--- src/rtl/unidade_controle_exp6_pkg.sv ---
// State codes for the memory-game control unit; shared with the datapath
// debug decoder and the benches.
package unidade_controle_exp6_pkg;

  localparam int ESTADO_W = 5;

  typedef enum logic [ESTADO_W-1:0] {
    ST_INICIAL            = 5'h00,
    ST_PREPARACAO         = 5'h01,
    ST_ESPERA_JOGADA      = 5'h03,
    ST_REGISTRA           = 5'h04,
    ST_COMPARACAO         = 5'h05,
    ST_PROXIMO            = 5'h06,
    ST_INCREMENTA_ESCRITA = 5'h07,
    ST_ESPERA_ESCRITA     = 5'h08,
    ST_REGISTRA_ESCRITA   = 5'h09,
    ST_ESCREVE            = 5'h0A,
    ST_PROXIMA_RODADA     = 5'h0B,
    ST_FIM_ACERTOU        = 5'h1A,
    ST_FIM_TIMEOUT        = 5'h1D,
    ST_FIM_ERROU          = 5'h1E
  } estado_t;

endpackage

--- src/rtl/unidade_controle_exp6.sv ---
// Moore control FSM for the memory game: sequences counters, play register,
// RAM write and timer, and reports win / loss / timeout.
module unidade_controle_exp6
  import unidade_controle_exp6_pkg::*;
#(
  parameter bit TIMEOUT_EN = 1'b1
) (
  input  logic                clock,
  input  logic                reset,
  input  logic                jogar,
  input  logic                fimE,
  input  logic                fimRod,
  input  logic                fimT,
  input  logic                igual,
  input  logic                enderecoIgualRodada,
  input  logic                jogada_feita,
  output logic                zeraE,
  output logic                contaE,
  output logic                zeraRod,
  output logic                contaRod,
  output logic                zeraT,
  output logic                contaT,
  output logic                zeraR,
  output logic                registraR,
  output logic                we,
  output logic                pronto,
  output logic                ganhou,
  output logic                perdeu,
  output logic                timeout,
  output logic [ESTADO_W-1:0] db_estado
);

  estado_t r_estado;
  estado_t w_proximo;
  logic    w_unused_fim_e;

  // fimE is exported for debug only and never steers the sequence.
  assign w_unused_fim_e = fimE;

  always_ff @(posedge clock) begin
    if (reset) begin
      r_estado <= ST_INICIAL;
    end else begin
      r_estado <= w_proximo;
    end
  end

  always_comb begin
    w_proximo = ST_INICIAL;
    case (r_estado)
      ST_INICIAL:            w_proximo = jogar ? ST_PREPARACAO : ST_INICIAL;
      ST_PREPARACAO:         w_proximo = ST_ESPERA_JOGADA;
      ST_ESPERA_JOGADA: begin
        if (jogada_feita)              w_proximo = ST_REGISTRA;
        else if (fimT && TIMEOUT_EN)   w_proximo = ST_FIM_TIMEOUT;
        else                           w_proximo = ST_ESPERA_JOGADA;
      end
      ST_REGISTRA:           w_proximo = ST_COMPARACAO;
      ST_COMPARACAO: begin
        if (!igual)                    w_proximo = ST_FIM_ERROU;
        else if (enderecoIgualRodada)  w_proximo = fimRod ? ST_FIM_ACERTOU
                                                          : ST_INCREMENTA_ESCRITA;
        else                           w_proximo = ST_PROXIMO;
      end
      ST_PROXIMO:            w_proximo = ST_ESPERA_JOGADA;
      ST_INCREMENTA_ESCRITA: w_proximo = ST_ESPERA_ESCRITA;
      ST_ESPERA_ESCRITA: begin
        if (jogada_feita)              w_proximo = ST_REGISTRA_ESCRITA;
        else if (fimT && TIMEOUT_EN)   w_proximo = ST_FIM_TIMEOUT;
        else                           w_proximo = ST_ESPERA_ESCRITA;
      end
      ST_REGISTRA_ESCRITA:   w_proximo = ST_ESCREVE;
      ST_ESCREVE:            w_proximo = ST_PROXIMA_RODADA;
      ST_PROXIMA_RODADA:     w_proximo = ST_ESPERA_JOGADA;
      ST_FIM_ACERTOU:        w_proximo = jogar ? ST_PREPARACAO : ST_FIM_ACERTOU;
      ST_FIM_ERROU:          w_proximo = jogar ? ST_PREPARACAO : ST_FIM_ERROU;
      ST_FIM_TIMEOUT:        w_proximo = jogar ? ST_PREPARACAO : ST_FIM_TIMEOUT;
      default:               w_proximo = ST_INICIAL;
    endcase
  end

  always_comb begin
    zeraE     = 1'b0;
    contaE    = 1'b0;
    zeraRod   = 1'b0;
    contaRod  = 1'b0;
    zeraT     = 1'b0;
    contaT    = 1'b0;
    zeraR     = 1'b0;
    registraR = 1'b0;
    we        = 1'b0;
    pronto    = 1'b0;
    ganhou    = 1'b0;
    perdeu    = 1'b0;
    timeout   = 1'b0;
    case (r_estado)
      ST_PREPARACAO: begin
        zeraE   = 1'b1;
        zeraRod = 1'b1;
        zeraR   = 1'b1;
        zeraT   = 1'b1;
      end
      ST_ESPERA_JOGADA, ST_ESPERA_ESCRITA: contaT = 1'b1;
      ST_REGISTRA, ST_REGISTRA_ESCRITA: begin
        registraR = 1'b1;
        zeraT     = 1'b1;
      end
      ST_PROXIMO, ST_INCREMENTA_ESCRITA: begin
        contaE = 1'b1;
        zeraT  = 1'b1;
      end
      // Register was loaded last cycle, so RAM data is already stable here.
      ST_ESCREVE: we = 1'b1;
      ST_PROXIMA_RODADA: begin
        contaRod = 1'b1;
        zeraE    = 1'b1;
        zeraT    = 1'b1;
      end
      ST_FIM_ACERTOU: begin
        pronto = 1'b1;
        ganhou = 1'b1;
      end
      ST_FIM_ERROU: begin
        pronto = 1'b1;
        perdeu = 1'b1;
      end
      ST_FIM_TIMEOUT: begin
        pronto  = 1'b1;
        perdeu  = 1'b1;
        timeout = 1'b1;
      end
      default: ;
    endcase
  end

  assign db_estado = r_estado;

endmodule

--- config.mk ---
export PLATFORM = sky130hd
export DESIGN_NAME = unidade_controle_exp6
export DESIGN_NICKNAME = d
export VERILOG_FILES = /design/src/rtl/unidade_controle_exp6_pkg.sv /design/src/rtl/unidade_controle_exp6.sv
export SDC_FILE = /design/constraint.sdc
export NUM_CORES = 1
export LEC_CHECK = 0
export CORE_MARGIN = 2
export CORE_UTILIZATION = 39
export CTS_CLUSTER_DIAMETER = 60
export CTS_CLUSTER_SIZE = 16
export DETAILED_ROUTE_END_ITERATION = 8
export PLACE_DENSITY = 0.77
export SLEW_MARGIN = 20
export SYNTH_ARGS = -nofsm -noshare
export SYNTH_HDL_FRONTEND = slang
export SYNTH_SLANG_ARGS = --single-unit
--- constraint.sdc ---
create_clock -name clock -period 1.8 [get_ports clock]
set_input_delay 0.54 -clock clock [delete_from_list [all_inputs] [get_ports clock]]
set_output_delay 0.54 -clock clock [all_outputs]
set_load 0.01 [all_outputs]
Yosys cells after proc, flatten, opt, wreduce, memory -nomap -nowiden. Index checks and enable logic that the tools add are counted.

Input port bits: 9. Output and inout bits: 18. Bits in registers: 5. Logic and storage cells: 47.

Mux-type cells: 24. Reduce and logical (&&, ||, !) cells: 9. Eq/ne operators: 13.

Operator list (number): $pmux W5 S12 (1); $mux W5 (10); $eq A5 B3 Y1 const B (4); $eq A5 B4 Y1 const B (4); $eq A5 B5 Y1 const B (3); $mux W1 (13); $reduce_or A2 Y1 (5); $reduce_or A3 Y1 (2); $reduce_or A6 Y1 (1); $eq A5 B1 Y1 const B (1); $eq A5 B2 Y1 const B (1); $logic_not A5 Y1 (1).

Depth between registers and ports, before layout.
Depth in word-level cells: 4. Depth in mapped cells: 6.

Worst setup path before layout. OpenSTA, ideal clock, no wires.

Path kind: reg-to-output. From: register r_estado[0], in the netlist db_estado[0]. To: output port zeraE. Stages on the path, launching flop included: 5. Slack: -196 ps. Buffers on the path: 1. Data arrival time: 1456 ps. Cells stage by stage: dfxtp_1 -> buf_2 -> nand2b_1 -> nor4_1 -> or2_2.

Cells in the longest elaborated chain, start to end: 3. Elaborated cells on any way between the ends: 4. Those cells by class: eq/ne: 2; mux: 1; reduce/logical: 1.

RTL lines: from (decl) (RTL line unidade_controle_exp6.sv:33) `estado_t r_estado;`; from (signal assigned) (RTL line unidade_controle_exp6.sv:44) `r_estado <= w_proximo;`; $eq A5 B1 Y1 / $eq A5 B4 Y1 (equally long branches) (RTL line unidade_controle_exp6.sv:96) `case (r_estado)`; $reduce_or A2 Y1 (no source line) (*); $mux W1 (*) (RTL line unidade_controle_exp6.sv:96); to (decl) (RTL line unidade_controle_exp6.sv:17) `output logic zeraE,`.

Every way passes the cells marked *; elsewhere a longest branch is shown, timed or not.

Worst setup path in the final report.
From: register r_estado[0], in the netlist db_estado[0]. To: output port zeraT.

Cells in the longest elaborated chain, start to end: 3. Elaborated cells on any way between the ends: 8. Those cells by class: eq/ne: 6; mux: 1; reduce/logical: 1.

RTL lines: $eq A5 B3 Y1 (tied with other cells) (RTL line unidade_controle_exp6.sv:96); $reduce_or A6 Y1 (no source line) (*); $mux W1 (*) (RTL line unidade_controle_exp6.sv:96); to (decl) (RTL line unidade_controle_exp6.sv:21) `output logic zeraT,`.

Marked as above.

==> qor.csv <==
stage,metric,value,unit
synthesis,"Cell Area, Synth",556,um^2
finish,"commonest non-fill, non-tap cell in the layout",buf_4,
critical_path,Worst Reg-to-Reg Cells,6,
route,WL met2,1620,um
global_routing,GRT overflow,0,
clock_network,Root Driver,clkbuf_4,
sta,"Hold Violations, Final",0,
route,drt first pass iters,4,
outcome,failing checks,setup timing,
min_path,Tightest Hold Check Type,reg -> reg,
clock_network,clock buffer depth,2,
synthesis,register area share after synthesis,0.180,
critical_path,crit path kind,reg -> out,
floorplan,row count,13,
floorplan,die width,41.7,um
synthesis,"area leader, netlist",dfxtp_1,
critical_path,CP Cell Sequence,"buf_2, nor2b_1, o22a_1, nor2_1, buf_2",
route,Vias/cell,6.41,
route,post-route ant nets,0,
clock_network,Worst-path clk slew,0.05,ns
sta,Max Clock Skew,0.00342,ns
sta,final worst slack,-0.281,ns
synthesis,synthesis-stage register bit count,5,
critical_path,crit end category,output port,
clock_network,clk_lat worst skew,0.25,ns
critical_path,"reg-to-reg slack, setup",0.05,ns
sta,Worst slew margin,0.626,
global_routing,initial antenna violation count,0,
synthesis,Synth top area share,0.180,
place,IO Port Bufs,25,
critical_path,CP Capture Point,zeraT,
synthesis,Post-synth EDFFs,0,
route,top sig layer,met4,
finish,Nets,157,
sta,maximum clock rate,0.481,GHz
finish,Final Cell Area,0.00119,mm^2
finish,layout cells sized above 1,0.544,
critical_path,startpoint types,flip-flop,
power,Final Power,0.689,mW
finish,"commonest non-fill, non-tap cells in the layout","buf_4 (31), buf_2 (12), buf_6 (9)",
power,cell leakage power,0.544,nW
route,DRC,0,
critical_path,CP arrival,1.54,ns
sta,worst-margin pin slew,0.553,ns
synthesis,synth top area cells,"dfxtp_1 (18%), a21oi_1 (9.0%), nand2_1 (6.1%)",
finish,diode count,0,
finish,P&R area growth vs syn,115,%
floorplan,DIE AREA,0.00174,mm^2
power,cell area power density,578,mW/mm^2
synthesis,Synth cell types,31,
finish,max reg flops,5,
sta,Hold WS,0.726,ns
clock_network,Clock Sinks,5,
sta,Tmin final,2.08,ns
global_routing,vias in the first global route,919,
route,WL met3,333,um
route,WL per Instance,20.3,um
floorplan,Die H,41.7,um
synthesis,Synth async-reset ratio,0,
critical_path,reg2reg start,db_estado[0]$_SDFF_PP0_,
floorplan,Initial Utilization,0.422,
place,placed cell area,0.00103,mm^2
global_routing,largest net degree at the start of global routing,12,
critical_path,R2R Path End,db_estado[2]$_SDFF_PP0_,
route,initial DRC count,80,
clock_network,H-tree Lvls,1,
sta,unrepaired setup endpoints after global routing,true,
outcome,status,finished with violations,
synthesis,YS warnings,0,
synthesis,Mapped Cells,85,
route,routed wire length,3280,um
synthesis,Main synth FF type,dfxtp_1,
place,pre-CTS WS,-0.352,ns
synthesis,syn avg cell area,6.54,um^2
route,routed metal-1 wirelength,1130,um
global_routing,first-pass GRT wire length,4280,um
sta,crit share post-route,1.16,
clock_network,total CTS buffers,3,
clock_network,CTS Hold Bufs,0,
power,Peak VDD IR,0.000617,V
clock_network,CTS tree,yes,
floorplan,Core Box Area,0.00132,mm^2
critical_path,crit path from,db_estado[0]$_SDFF_PP0_,
synthesis,"Net Count, Synth",94,
sta,fin. max-slew vios,0,
place,GPL Wtd Cong,0.931,
critical_path,WP data required,1.26,ns
place,dpl hpwl,1640,um
critical_path,slowest CP cell,dfxtp_4,
global_routing,total track usage,0.320,
critical_path,crit-path max cell delay,0.40,ns
floorplan,# IOs,27,
critical_path,"most used cell, CP",buf_2,
finish,fill count,63,
route,via count,1038,
sta,setup violators final,7,
job,Maximum Capacitance Violations,0,
critical_path,largest fanout on the critical path,6,
## layout make-up
type	instances	area (um^2)	area share
clock buffers	4	26.3	0.0220
multi-input cells	70	500	0.420
repair buffers	65	517	0.433
inverters	3	11.3	0.00944
well taps	15	18.8	0.0157
flip-flops and latches	5	119	0.0997
## layer usage
metal	track usage	up-vias
li1	-	437
met1	0.359	463
met2	0.597	103
met3	0.0304	35
met4	0.142	0
met5	0	-
## worst min path at each step
stage,from,endpoint,slack [ns],cells past startpoint
floorplan,db_estado[2]$_SDFF_PP0_,db_estado[2]$_SDFF_PP0_,0.68,3
global placement,db_estado[2]$_SDFF_PP0_,db_estado[2]$_SDFF_PP0_,0.74,3
detailed placement,db_estado[2]$_SDFF_PP0_,db_estado[2]$_SDFF_PP0_,0.77,3
CTS,db_estado[4]$_SDFF_PP0_,db_estado[3]$_SDFF_PP0_,0.72,3
global route,db_estado[2]$_SDFF_PP0_,db_estado[2]$_SDFF_PP0_,0.75,3
finish,db_estado[2]$_SDFF_PP0_,db_estado[2]$_SDFF_PP0_,0.73,3
## cell families after synthesis
kind of cell | count (synthesis) | share of synthesized area
DFF | 5 | 0.180
and+or+nand+nor | 40 | 0.376
xor gates and xnor gates | 1 | 0.0158
buffers and inverters | 10 | 0.0878
AOI/OAI and AO/OA | 29 | 0.340
## cell usage after synthesis, drive strengths merged, types with 3 or more instances
cell type and number:
nand2 9, buf 5, inv 3, o21ai 5, nor2b 3, a21oi 10, nor2 8, nor3 5
dfxtp 5, a2111oi 3
## what timing repair did
item	CTS	global route
gates resized for setup	78	22
endpoints found under the setup margin	18	14
pin swaps	4	7
buffers inserted	6	4
## critical path: cells and delay by family, from the launching register on
family	cells	cell delay (ns)
buffers and inverters	2	0.32
and+or+nand+nor	2	0.33
AOI/OAI and AO/OA	1	0.23
DFF	1	0.40
## through the flow
stage          utilization  TNS, ns  cells
3_5_place_dp         0.780    -3.57    148
6_report             0.905   -0.646    162
4_1_cts              0.840   -0.381    158
3_3_place_gp         0.780    -3.02    148
5_1_grt              0.905    -1.26    162
2_1_floorplan            -        0     85
## report_power, final
group | switching (mW) | leakage (nW) | internal, mW | total [mW]
Combinational | 0.192 | 0.484 | 0.204 | 0.396
Sequential | 0.0287 | 0.0444 | 0.122 | 0.151
Clock | 0.0575 | 0.0150 | 0.0846 | 0.142
(Power assumes the default switching activity.)
